$ cat config.mk
export PLATFORM = sky130hd
export DESIGN_NAME = fetch_unit
export DESIGN_NICKNAME = d
export VERILOG_FILES = /design/src/rtl/fetch_unit.sv
export SDC_FILE = /design/constraint.sdc
export NUM_CORES = 1
export LEC_CHECK = 0
export CAP_MARGIN = 20
export CORE_ASPECT_RATIO = 0.6
export CORE_MARGIN = 3
export CORE_UTILIZATION = 49
export CTS_BUF_LIST = sky130_fd_sc_hd__clkbuf_2 sky130_fd_sc_hd__clkbuf_4 sky130_fd_sc_hd__clkbuf_8
export CTS_CLUSTER_SIZE = 12
export DETAILED_ROUTE_END_ITERATION = 16
export GPL_ROUTABILITY_DRIVEN = 0
export PLACE_DENSITY = 0.79
export SLEW_MARGIN = 20
export SYNTH_ARGS = -nofsm -noshare
export SYNTH_HDL_FRONTEND = slang
export SYNTH_SLANG_ARGS = --single-unit
export TNS_END_PERCENT = 10
$ cat constraint.sdc
create_clock -name clk -period 3.4 [get_ports clk]
set_clock_uncertainty 0.2 [all_clocks]
set_input_delay 0.51 -clock clk [delete_from_list [all_inputs] [get_ports clk]]
set_output_delay 0.51 -clock clk [all_outputs]
set_load 0.02 [all_outputs]
$ cat src/rtl/fetch_unit.sv
// fetch_unit: single-outstanding instruction fetcher.
// Issues one read to instruction memory, registers the returned word for
// decode, holds it until decode accepts it, then computes the next PC from
// the jump/branch/zero flags sampled in the accepting cycle.
module fetch_unit #(
  parameter logic [31:0] RESET_PC = 32'h0000_0000
) (
  input  logic        clk,
  input  logic        rst_n,
  output logic        imem_req,
  output logic [31:0] imem_addr,
  input  logic        imem_ack,
  input  logic [31:0] imem_rdata,
  output logic [31:0] instr,
  output logic [31:0] instr_pc,
  output logic        instr_valid,
  input  logic        instr_ready,
  input  logic        jump,
  input  logic        branch,
  input  logic        zero,
  output logic [31:0] retired
);

  localparam int unsigned XLEN = 32;
  localparam int unsigned IMM_W = 16;
  localparam int unsigned J_IDX_W = 26;
  localparam logic [XLEN-1:0] RESET_ADDR = {RESET_PC[XLEN-1:2], 2'b00};

  typedef enum logic [1:0] {
    IDLE  = 2'd0,
    FETCH = 2'd1,
    HOLD  = 2'd2
  } state_t;

  state_t state;
  state_t state_next;

  logic [XLEN-1:0] pc;
  logic [XLEN-1:0] pc_next;
  logic            req_next;
  logic [XLEN-1:0] addr_next;
  logic [XLEN-1:0] instr_next;
  logic [XLEN-1:0] instr_pc_next;
  logic            valid_next;
  logic [XLEN-1:0] retired_next;

  logic            handshake_c;
  logic [XLEN-1:0] seq_c;
  logic [XLEN-1:0] branch_off_c;
  logic [XLEN-1:0] jump_target_c;
  logic [XLEN-1:0] branch_target_c;
  logic [XLEN-1:0] next_pc_c;

  // Next-PC candidates derived from the instruction currently held for decode
  always_comb begin
    seq_c           = instr_pc + XLEN'(4);
    branch_off_c    = {{(XLEN - IMM_W - 2){instr[IMM_W-1]}}, instr[IMM_W-1:0], 2'b00};
    branch_target_c = seq_c + branch_off_c;
    jump_target_c   = {seq_c[XLEN-1:XLEN-4], instr[J_IDX_W-1:0], 2'b00};
    if (jump) begin
      next_pc_c = jump_target_c;
    end else if (branch && zero) begin
      next_pc_c = branch_target_c;
    end else begin
      next_pc_c = seq_c;
    end
  end

  // Next-state and next-output logic; everything holds unless a transition fires
  always_comb begin
    state_next    = state;
    pc_next       = pc;
    req_next      = imem_req;
    addr_next     = imem_addr;
    instr_next    = instr;
    instr_pc_next = instr_pc;
    valid_next    = instr_valid;
    retired_next  = retired;
    handshake_c   = 1'b0;

    unique case (state)
      IDLE: begin
        state_next = FETCH;
        req_next   = 1'b1;
        addr_next  = {pc[XLEN-1:2], 2'b00};
      end
      FETCH: begin
        if (imem_ack) begin
          state_next    = HOLD;
          req_next      = 1'b0;
          instr_next    = imem_rdata;
          instr_pc_next = pc;
          valid_next    = 1'b1;
        end
      end
      HOLD: begin
        handshake_c = instr_valid && instr_ready;
        if (handshake_c) begin
          state_next   = FETCH;
          pc_next      = next_pc_c;
          retired_next = retired + XLEN'(1);
          valid_next   = 1'b0;
          req_next     = 1'b1;
          addr_next    = {next_pc_c[XLEN-1:2], 2'b00};
        end
      end
      default: begin
        state_next = IDLE;
        req_next   = 1'b0;
        valid_next = 1'b0;
      end
    endcase
  end

  // State register and registered outputs with asynchronous reset
  always_ff @(posedge clk or negedge rst_n) begin
    if (!rst_n) begin
      state       <= IDLE;
      pc          <= RESET_PC;
      imem_req    <= 1'b0;
      imem_addr   <= RESET_ADDR;
      instr       <= '0;
      instr_pc    <= '0;
      instr_valid <= 1'b0;
      retired     <= '0;
    end else begin
      state       <= state_next;
      pc          <= pc_next;
      imem_req    <= req_next;
      imem_addr   <= addr_next;
      instr       <= instr_next;
      instr_pc    <= instr_pc_next;
      instr_valid <= valid_next;
      retired     <= retired_next;
    end
  end

endmodule

# Yosys cells after proc, flatten, opt, wreduce, memory -nomap -nowiden

Index checks and enable logic that the tools add are counted.

Add/sub/neg operators: 3
Eq/ne operators: 4
Muxes and demuxes: 13
Bitwise gates (word level): 1
Reductions and logical operators: 9

Operators with widths:

| cell                  | count |
|---|---|
| $mux 32               | 3 |
| $pmux 32 s2           | 1 |
| $add 32x1->32 const B | 1 |
| $add 32x3->32 const B | 1 |
| $add 32x32->32        | 1 |
| $reduce_and 2->1      | 4 |
| $pmux 1 s3            | 2 |
| $pmux 2 s3            | 1 |
| $mux 1                | 4 |
| $mux 2                | 2 |
| $ne 2x2->1 const B    | 2 |
| $reduce_and 3->1      | 1 |
| $eq 2x1->1 const B    | 1 |
| $eq 2x2->1 const B    | 1 |
| $logic_and 1x1->1     | 2 |
| $logic_not 2->1       | 1 |
| $reduce_bool 2->1     | 1 |
| $not 1->1             | 1 |

Flip-flop bits (word level): 164
Input port bits: 39
Output and inout bits: 130
Logic and storage cells: 38

# Longest topological paths before layout

Gate-level depths: netlist (run 1).

Word-level depth: 6
Gate-level depth with buffers: 17
Mapped depth without buffers: 15

# Worst setup path after synthesis (run 1)

No wires, ideal clock.

Path kind: register -> register
From: register instr_pc[4]
To: register pc[28]
Library setup time: 0.076 ns
Arrival time: 3.425 ns
Data required time: 3.124 ns
Setup slack: -0.302 ns
Stages on the path, launching flop included: 15
Path buffers: 1
Clock period less this slack: 3.702 ns
Cell sequence: dfrtp_1 and4_1 buf_2 and2_1 and3_1 xor2_1 ha_1 and4_1 a221o_1 a31oi_4 o21ai_2 a221oi_4 nor3_1 or3b_1 o21ai_1

Cells in the longest elaborated chain, start to end: 4

Ends and longest elaborated chain:

| element                | RTL line | source |
|---|---|---|
| start, declared        | 15       | `output logic [31:0] instr_pc,` |
| start signal, assigned | 132      | `instr_pc <= instr_pc_next;` |
| $add 32x3->32 *        | 56       | `seq_c = instr_pc + XLEN'(4);` |
| $add 32x32->32         | 58       | `branch_target_c = seq_c + branch_off_c;` |
| $mux 32                | 62       | `end else if (branch && zero) begin` |
| $mux 32 *              | 60       | `if (jump) begin` |
| end signal, assigned   | 128      | `pc <= pc_next;` |
| end, declared          | 38       | `logic [XLEN-1:0] pc;` |

Every way passes the cells marked *; elsewhere a longest branch is shown, timed or not.
A chain may end at the register's enable or synchronous reset.

# Worst setup path in the final report (run 1)

From: register instr_pc[2]
To: register imem_addr[25]

Cells in the longest elaborated chain, start to end: 6

Ends and longest elaborated chain:

| element              | RTL line | source |
|---|---|---|
| $add 32x3->32 *      | 56       |  |
| $add 32x32->32       | 58       |  |
| $mux 32 *            | 62       |  |
| $mux 32 *            | 60       |  |
| $mux 32 *            | 98       | `if (handshake_c) begin` |
| $pmux 32 s2 *        | 81       | `unique case (state)` |
| end signal, assigned | 130      | `imem_addr <= addr_next;` |
| end, declared        | 11       | `output logic [31:0] imem_addr,` |

Every way passes the cells marked *; elsewhere a longest branch is shown, timed or not. The select of a mux whose other input is x is not followed.

==> flow_summary.json, run 1 <==
{
  "synth_warnings": 0,
  "utilization_pct": 73.8,
  "cts.sink_count": 161,
  "setup_ws_ns": -0.418,
  "setup-tns-final_ns": -8.05,
  "worstSetupEndpointType": "flip-flop",
  "cp_data_required_time_ns": 3.52,
  "dieWidth_um": 181,
  "post_dp_cell_area_mm2": 0.0120,
  "grt_pass1_wl_um": 45800,
  "worstSkewPairLatency_ns": 0.47,
  "r2r-start": "instr_pc[2]$_DFFE_PN0P_",
  "grt_pass1_vias": 8204,
  "critPathLaunch": "instr_pc[2]$_DFFE_PN0P_",
  "ant_nets": 0,
  "critPathBufInv": 1,
  "crit_path_max_incr_delay_ns": 0.45,
  "critical_path_depth": 15,
  "antenna_cells": 0,
  "maxCapViolations": 0,
  "antenna_found_initial": 0,
  "start_util_pct": 51.2,
  "routedWlPerCell_um": 21.0,
  "drive_gt1_share_pct": 28.9,
  "core_area_mm2": 0.0175,
  "finalHoldViolations": 0,
  "reg2regPathDepth": 15,
  "drc": 0,
  "hpwlAfterDp_um": 21600,
  "synthArstFlopShare_pct": 100,
  "die_y_um": 111,
  "grt_max_degree": 79,
  "min_period_ns": 3.82,
  "pre_cts_ws_ns": -0.465,
  "worstMarginPinSlew_ns": 0.858,
  "grt_setup_unrepaired": "true",
  "cts_tree": "done",
  "setup_viol": 32,
  "maxSlewHeadroom_pct": 42.8,
  "crit_family": "compound AO/OA/AOI/OAI gates",
  "yosys.cell_types.count": 65,
  "finalWirelength_um": 30500,
  "worstPathArrival_ns": 3.94,
  "avgSynthCellArea_um2": 10.2,
  "status": "complete, but fails checks",
  "num-nets-final": 1280,
  "ios": 169,
  "synthCells": 880,
  "finish.instance_area_mm2": 0.0129,
  "rows": 37,
  "synth_area_mm2": 0.00895,
  "drt_iter0_markers": 884,
  "violations": "negative setup slack",
  "num_vias": 8668,
  "period_share_pct": 112,
  "crit_chain": "ha_2 -> nand2_1 -> nor2_2 -> xor2_1 -> ha_1 -> a21oi_1 -> nand3b_1 -> a311oi_2 -> a21oi_2 -> a31oi_2 -> buf_4 -> nor2_1 -> a31oi_1 -> xor2_1 -> o21ai_0",
  "routed_via_density": 5.98,
  "power_density_mw_per_mm2": 1050,
  "synth_area_leader_cell": "dfrtp_1",
  "h-tree-depth": 4,
  "synth.yosys.seq_area_share_pct": 45.0,
  "cts_buffer_depth": 2,
  "max_freq_ghz": 0.262,
  "netlist.area_leader.share_pct": 45.0,
  "io_buffers": 166,
  "grt.overflow.total": 0,
  "min_path_cells": 2,
  "syn2layout_area_growth_pct": 44.3,
  "ys_ff_latch": 161,
  "ir_drop_uv": 576,
  "numCtsBuffers": 17,
  "crit_type": "reg2reg",
  "synthFlopType": "dfrtp_1",
  "cts_root_buf": "clkbuf_8",
  "critical_path.slowest_cell": "dfrtp_2",
  "cp_common_cell": "xor2_1",
  "clkTransAtPathRegs_ns": 0.11,
  "hold_path_class": "reg2reg",
  "synthTopCellsByArea": "dfrtp_1 (45%), mux2_2 (8.0%), xnor2_1 (6.0%)",
  "worstPathMaxFanout": 5,
  "power_leakage_uw": 0.00597,
  "worstHoldStart": "imem_addr[8]$_DFFE_PN0P_",
  "total_power_uw": 13500,
  "dieArea_mm2": 0.0200,
  "dr.pass1.iters": 6,
  "slew_viol_final": 0,
  "synth-edff-count": 0,
  "grtUsageTotal_pct": 28.8,
  "startpoint_type": "flip-flop"
}
cell usage after synthesis (5+ instances only):
cell and n:
a211oi_1 6, a21o_1 29, a21oi_1 50, a221o_1 7, a22oi_1 7, a31oi_1 8
and2_1 5, and3_1 13, and4_1 7, clkbuf_1 35, dfrtp_1 161, ha_1 38
inv_1 11, mux2_2 64, mux2i_1 6, nand2_1 108, nand2b_1 7, nand3_1 25
nand4_1 22, nor2_1 36, nor3_1 6, o211ai_1 10, o21ai_0 60, o21bai_1 5
o22ai_1 5, xnor2_1 61, xor2_1 22
sequential cells by signal (all words and copies together), names as in the netlist:
name         cells
instr_pc        32
state            2
pc              32
instr_valid      1
imem_addr       30
retired         32
instr           32
layer usage:
metal	vias up	track usage (%)	wire [um]
li1	3825	-	-
met1	4182	43.0	13400
met2	577	41.2	12900
met3	84	8.46	3500
met4	0	7.05	728
met5	-	0	0
what timing repair did:
item | 4_1_cts | 5_1_grt
setup buffers | 7 | 10
gates cloned | 0 | 0
gates resized for setup | 31 | 44
setup endpoints to repair | 36 | 42
hold buffers | 1 | 0
endpoints found under the hold margin | 76 | 0
pin swaps | 16 | 37
cell families after synthesis:
logic type / Yosys count / synth area share, %
simple gates: 249 / 13.6
compound gates: 223 / 16.6
flops: 161 / 45.0
xor+xnor: 83 / 8.12
mux: 70 / 8.72
buf+inv: 54 / 2.39
fa+ha+maj: 39 / 5.53
other cells: 1 / 0.0419
cell usage in the layout, fill, tap and decap left out, types with 10 or more instances in the layout:
cell,count
nand4_1,22
and3_1,11
a21o_1,29
o21ai_0,50
ha_1,34
mux2_2,64
nand2_1,105
buf_4,173
dfrtp_1,154
clkbuf_8,17
nand3_1,23
xnor2_2,10
a21oi_2,10
o21ai_1,11
clkdlybuf4s50_1,165
xnor2_1,49
xor2_1,20
a21oi_1,39
inv_1,11
nor2_1,34
o211ai_1,10
path summary, 6_finish.rpt:
kind                                                   to  slack, ns
max in group asynchronous        instr_pc[17]$_DFFE_PN0P_       1.63
min in group asynchronous        imem_addr[8]$_DFFE_PN0P_       0.44
worst min register to register   imem_addr[8]$_DFFE_PN0P_       0.29
worst min-delay path             imem_addr[8]$_DFFE_PN0P_       0.29
worst max-delay path            imem_addr[25]$_DFFE_PN0P_      -0.42
worst max register to register  imem_addr[25]$_DFFE_PN0P_      -0.42
report_power, final:
group / switching [uW] / leakage (uW) / total, uW / internal, uW
clock network: 880 / 0.000210 / 1450 / 566
registers: 609 / 0.00206 / 3220 / 2610
logic: 4620 / 0.00370 / 8860 / 4240
worst reg2reg max path, delay by kind of cell, from the launching register on:
family / cells / cell delay (ns)
AOI/OAI and AO/OA: 6 / 1.24
xor gates and xnor gates: 2 / 0.47
adders and majority gates: 2 / 0.66
buffers and inverters: 1 / 0.16
DFF: 1 / 0.45
and+or+nand+nor: 4 / 0.50
area by class of cell:
| class | count | area (um2) |
|---|---|---|
| inverter | 11 | 41.3 |
| timing repair buffer | 345 | 3040 |
| clock inverter | 15 | 180 |
| tap | 234 | 293 |
| multi-input combinational | 666 | 5090 |
| sequential | 161 | 4040 |
| fill | 1144 | 4580 |
| clock buffer | 17 | 234 |
metrics by stage:
stage / instances / hold slack (ns)
floorplan: 881 / 0.0144
global placement: 1399 / 0.262
detailed placement: 1399 / 0.271
global route: 1449 / 0.312
CTS: 1439 / 0.295
finish: 1449 / 0.292
Power figures use the tool's default switching activity.
==> inputs of run 2 (changes only) <==
==> constraint.sdc (replaced) <==
create_clock -name clk -period 3.4 [get_ports clk]
set_clock_uncertainty 0.2 [all_clocks]
set_input_delay 0.51 -clock clk [delete_from_list [all_inputs] [get_ports clk]]
set_output_delay 0.51 -clock clk [all_outputs]
set_load 0.01 [all_outputs]
==> run 2 against run 1 <==
- fmax up 1.8%
- worst hold slack worse by 0.0015 ns
- via count down 0.50%
- first-iteration DRC count up 7.0%
- core utilization up 0.44 points
- power down 2.4%
- the run still ends with negative setup slack left
- clock-buffer cell count unchanged
- critical path depth up 1
- clock power about the same
- largest cell class unchanged
- worst setup slack better by 0.069 ns
- register-to-register slack better by 0.07 ns
==> flow_summary.json, run 2 (synthesis results as in run 1) <==
{
  "cp_data_required_time_ns": 3.56,
  "h-tree-depth": 4,
  "power_density_mw_per_mm2": 1020,
  "antenna_found_initial": 0,
  "slew_viol_final": 0,
  "worstPathMaxFanout": 4,
  "crit_path_max_incr_delay_ns": 0.37,
  "syn2layout_area_growth_pct": 45.1,
  "placed_cells": 1396,
  "grt_pass1_wl_um": 47300,
  "antenna_cells": 0,
  "cts_tree": "done",
  "holdWs_ns": 0.290,
  "setup_ws_ns": -0.349,
  "grt.overflow.total": 0,
  "critical_path.slowest_cell": "dfrtp_2",
  "utilization_pct": 74.3,
  "layout_common_cells": "buf_4 (166), clkdlybuf4s50_1 (165), dfrtp_1 (157)",
  "routed_via_density": 5.96,
  "ir_drop_uv": 467,
  "grtUsageTotal_pct": 29.8,
  "final_common_cell": "buf_4",
  "cts_buffer_depth": 2,
  "hold_path_class": "reg2reg",
  "worstSetupEndpointType": "flip-flop",
  "ios": 169,
  "crit_chain": "and4_1 -> buf_6 -> and2_4 -> and3_4 -> nand3_2 -> xnor2_2 -> ha_4 -> a21oi_2 -> o21ai_1 -> a31oi_1 -> o21ai_0 -> a41oi_2 -> o21ai_2 -> a221oi_2 -> xor2_1 -> a221oi_2",
  "grt_pass1_vias": 8389,
  "dieWidth_um": 181,
  "cts_root_buf": "clkbuf_8",
  "status": "complete, but fails checks",
  "num-nets-final": 1277,
  "startpoint_type": "flip-flop",
  "setup_viol": 33,
  "worstSkewPairLatency_ns": 0.49,
  "num_vias": 8625,
  "worstPathArrival_ns": 3.90,
  "drt_iter0_markers": 946,
  "violations": "negative setup slack",
  "critPathBufInv": 1,
  "power_leakage_uw": 0.00598,
  "nFillCells": 1141,
  "cp_common_cell": "a221oi_2",
  "drive_gt1_share_pct": 28.8,
  "finalHoldViolations": 0,
  "ant_nets": 0,
  "core_area_mm2": 0.0175,
  "fin_cells": 1446,
  "period_share_pct": 110,
  "dr.pass1.iters": 6,
  "grt_max_degree": 73,
  "clkTransAtPathRegs_ns": 0.11,
  "finalWirelength_um": 30600,
  "grt_setup_unrepaired": "true",
  "drc": 0,
  "routedWlPerCell_um": 21.1,
  "dieArea_mm2": 0.0200,
  "io_buffers": 166,
  "die_y_um": 111,
  "crit_type": "reg2reg",
  "min_period_ns": 3.75,
  "hpwlAfterDp_um": 21500,
  "maxCapViolations": 0,
  "worstMarginPinSlew_ns": 1.03,
  "rows": 37,
  "numCtsBuffers": 17,
  "start_util_pct": 51.2,
  "max_freq_ghz": 0.267,
  "maxSlewHeadroom_pct": 31.5,
  "crit_family": "compound AO/OA/AOI/OAI gates",
  "total_power_uw": 13200,
  "cts.sink_count": 161
}
-- run 2: worst min-delay path: cells and delay by family, from the launching register on --
family             cells  cell delay, ns
AOI/OAI and AO/OA      1            0.06
DFF                    1            0.36
and+or+nand+nor        1            0.04
-- run 2: routing by layer --
metal | up-vias | wire length [um] | track usage (%) | part of all wire, %
met1 | 4206 | 13300 | 43.6 | 43
met3 | 67 | 3690 | 10.4 | 12
li1 | 3832 | - | - | -
met4 | 0 | 559 | 7.20 | 1.8
met5 | - | 0 | 0 | 0
met2 | 520 | 13000 | 42.3 | 43
-- run 2: per-stage QoR --
stage / setup WS (ns) / setup TNS, ns / cell area (um2)
2_1_floorplan: -0.0727 / -0.345 / 9010
3_3_place_gp: -0.256 / -4.55 / 12000
3_5_place_dp: -0.344 / -8.02 / 12000
4_1_cts: -0.193 / -2.85 / 12800
5_1_grt: -0.454 / -11.30 / 13000
6_report: -0.349 / -6.75 / 13000
-- run 2: final cells by class --
cell class | count | area [um2] | area share, %
Tap cell | 234 | 293 | 2.25
Clock inverter | 15 | 183 | 1.41
Clock buffer | 17 | 234 | 1.80
Inverter | 11 | 41.3 | 0.318
Multi-Input combinational cell | 666 | 5140 | 39.6
Sequential cell | 161 | 4030 | 31.0
Timing Repair Buffer | 342 | 3060 | 23.6
-- run 2: worst paths after layout --
| check | start | to | slack, ns | cells after the start |
|---|---|---|---|---|
| min in group asynchronous | rst_n | imem_addr[6]$_DFFE_PN0P_ | 0.40 | 2 |
| worst max register to register | instr_pc[4]$_DFFE_PN0P_ | imem_addr[30]$_DFFE_PN0P_ | -0.35 | 16 |
| worst min register to register | imem_addr[4]$_DFFE_PN0P_ | imem_addr[4]$_DFFE_PN0P_ | 0.29 | 2 |
| worst max-delay path | instr_pc[4]$_DFFE_PN0P_ | imem_addr[30]$_DFFE_PN0P_ | -0.35 | 16 |
| worst min-delay path | imem_addr[4]$_DFFE_PN0P_ | imem_addr[4]$_DFFE_PN0P_ | 0.29 | 2 |
| max in group asynchronous | rst_n | instr_pc[17]$_DFFE_PN0P_ | 1.72 | 3 |
-- run 2: report_power, final --
part	total (uW)	switching (uW)	internal [uW]
clock	1480	908	567
sequential	3240	637	2610
combinational	8480	4200	4280
total	13200	5750	7450
-- run 2: timing repair --
| item | in CTS | in global routing |
|---|---|---|
| pin swaps | 27 | 35 |
| setup endpoints to repair | 40 | 41 |
| gates resized for setup | 50 | 28 |
| hold buffers | 1 | 0 |
| endpoints found under the hold margin | 70 | 0 |
| cloned | 0 | 0 |
| setup buffers | 9 | 8 |
==> inputs of run 3 (changes only) <==
--- a/config.mk
+++ b/config.mk
@@ -6,7 +6,6 @@
 export NUM_CORES = 1
 export LEC_CHECK = 0
 export CAP_MARGIN = 20
-export CORE_ASPECT_RATIO = 0.6
 export CORE_MARGIN = 3
 export CORE_UTILIZATION = 49
 export CTS_BUF_LIST = sky130_fd_sc_hd__clkbuf_2 sky130_fd_sc_hd__clkbuf_4 sky130_fd_sc_hd__clkbuf_8
==> run 3 against run 2 <==
- the flow still finishes with violations (negative setup slack)
- clock power down 10%
- die area down 0.27%
- global-route usage down 2.8 points
- worst hold slack better by 0.00097 ns
- clock-buffer cell count unchanged
- worst setup slack better by 0.061 ns
- power down 4.1%
- critical path depth down 2
- register-to-register slack better by 0.06 ns
- final cell count down 2.2%
- non-clock buffer count down 23
- combinational power down 4.6%
==> flow_summary.json, run 3 (synthesis results as in run 1) <==
{
  "status": "complete, but fails checks",
  "violations": "negative setup slack",
  "power_density_mw_per_mm2": 983,
  "swShare_pct": 42.5,
  "num-nets-final": 1254,
  "drive_gt1_share_pct": 28.3,
  "period_share_pct": 108,
  "maxCapViolations": 0,
  "worstMarginPinSlew_ns": 0.836,
  "cts_root_buf": "clkbuf_8",
  "top_layer_used": "met5",
  "cts.sink_count": 161,
  "io_buffers": 166,
  "routed_via_density": 5.86,
  "critical_path.slowest_cell": "dfrtp_2",
  "rows": 48,
  "core_area_mm2": 0.0176,
  "grt_pass1_wl_um": 42700,
  "pre_cts_ws_ns": -0.353,
  "grtUsageTotal_pct": 27.0,
  "grt_setup_unrepaired": "true",
  "crit_family": "compound AO/OA/AOI/OAI gates",
  "startpoint_type": "flip-flop",
  "wl_met1_um": 11700,
  "p_clk_share_pct": 10.5,
  "worstSetupEndpointType": "flip-flop",
  "cts_buffer_depth": 2,
  "dr.pass1.iters": 5,
  "ios": 169,
  "numCtsBuffers": 17,
  "power.internal_uw": 7280,
  "ir_drop_uv": 645,
  "slew_viol_final": 0,
  "seq_power_share_pct": 25.5,
  "syn2layout_area_growth_pct": 43.7,
  "crit_type": "reg2reg",
  "utilization_pct": 73.1,
  "clkTransAtPathRegs_ns": 0.09,
  "grt_max_degree": 73,
  "setup_ws_ns": -0.288,
  "dieWidth_um": 141,
  "switchingPower_uw": 5380,
  "power_leakage_uw": 0.00585,
  "crit_path_max_incr_delay_ns": 0.37,
  "drt_iter0_markers": 795,
  "grt_pass1_vias": 8158,
  "final_common_cell": "clkdlybuf4s50_1",
  "start_util_pct": 50.9,
  "ant_nets": 0,
  "total_power_uw": 12700,
  "setup-tns-final_ns": -2.11,
  "cp_common_cell": "a221oi_2",
  "max_freq_ghz": 0.271,
  "die_y_um": 141,
  "cts_tree": "done",
  "antenna_found_initial": 1,
  "antenna_cells": 0,
  "nFillCells": 1211,
  "met2_length_um": 13500,
  "routedWlPerCell_um": 19.8,
  "finalHoldViolations": 0,
  "cp_data_required_time_ns": 3.58,
  "setup_viol": 19,
  "r2r_slack_ns": -0.29,
  "critPathBufInv": 0,
  "h-tree-depth": 4,
  "maxSlewHeadroom_pct": 44.1,
  "finalWirelength_um": 28000,
  "hpwlAfterDp_um": 19500,
  "dieArea_mm2": 0.0199,
  "min_period_ns": 3.69,
  "crit_chain": "and4_4 -> and2_4 -> and3_4 -> nand2_1 -> xnor2_2 -> ha_1 -> a21o_1 -> a31oi_1 -> o21ai_1 -> a41oi_2 -> o21ai_2 -> a221oi_2 -> xor2_2 -> a221oi_2",
  "num_vias": 8280,
  "combPwrFrac_pct": 64.0,
  "worstPathArrival_ns": 3.87,
  "holdWs_ns": 0.291,
  "wl_met3_um": 2070,
  "layout_common_cells": "clkdlybuf4s50_1 (165), dfrtp_1 (157), buf_4 (144)",
  "drc": 0,
  "hold_path_class": "reg2reg",
  "worstSkewPairLatency_ns": 0.48,
  "grt.overflow.total": 0,
  "worstPathMaxFanout": 4
}
run 3: cell count changes in the layout (fill, tap and decap cells not counted), moves of 3 or more:
cell,change
xnor2_1,-3
inv_6,+4
buf_4,-22
ha_1,-4
o21ai_0,-5
clkinv_8,-5
ha_4,+4
o21ai_1,+4
run 3: power by group through the flow:
| stage | Combinational [uW] | Clock [uW] | Sequential, uW |
|---|---|---|---|
| 3_5_place_dp | 7130 | 0 | 3200 |
| 2_1_floorplan | 3530 | 0 | 3420 |
| 5_1_grt | 8630 | 1440 | 3300 |
| 6_report | 8090 | 1330 | 3230 |
| 4_1_cts | 7480 | 1360 | 3190 |
| 3_3_place_gp | 7000 | 0 | 3170 |
run 3: path summary, 6_finish.rpt:
| path | from | endpoint | depth (start not counted) |
|---|---|---|---|
| max | instr_pc[4]$_DFFE_PN0P_ | imem_addr[30]$_DFFE_PN0P_ | 14 |
| min | imem_addr[8]$_DFFE_PN0P_ | imem_addr[8]$_DFFE_PN0P_ | 2 |
| max reg2reg | instr_pc[4]$_DFFE_PN0P_ | imem_addr[30]$_DFFE_PN0P_ | 14 |
| min reg2reg | imem_addr[8]$_DFFE_PN0P_ | imem_addr[8]$_DFFE_PN0P_ | 2 |
| max in group asynchronous | rst_n | state[0]$_DFFE_PN0P_ | 3 |
| min in group asynchronous | rst_n | instr[8]$_DFFE_PN0P_ | 2 |
run 3: layout make-up:
cell class | instances | area, um2 | share of cell area (%)
multi-input combinational | 666 | 5260 | 40.8
sequential | 161 | 4030 | 31.3
timing repair buffer | 319 | 2900 | 22.5
tap | 225 | 282 | 2.19
clock buffer | 17 | 234 | 1.82
clock inverter | 15 | 125 | 0.972
inverter | 11 | 41.3 | 0.321
run 3: tightest hold or removal path: cells and delay by family (launching register included):
family	cells	cell delay (ns)
flops	1	0.35
compound gates	1	0.06
simple gates	1	0.04
run 3: timing repair:
action,CTS,global route
endpoints found under the hold margin,69,0
pin swaps,18,36
cloned,0,0
setup endpoints to repair,39,41
gates resized for setup,35,62
hold buffers,1,0
setup buffers,8,4
run 3: stage by stage:
| step | area [um2] | std cells |
|---|---|---|
| after floorplan | 9010 | 881 |
| after global placement | 11900 | 1369 |
| after CTS | 12500 | 1410 |
| after detailed placement | 11900 | 1369 |
| after global routing | 12900 | 1414 |
| final | 12900 | 1414 |
run 3: metal layers:
metal,GRT usage [%],vias up
li1,-,3771
met1,35.7,4067
met2,44.9,371
met3,5.63,69
met4,8.01,2
met5,0,-
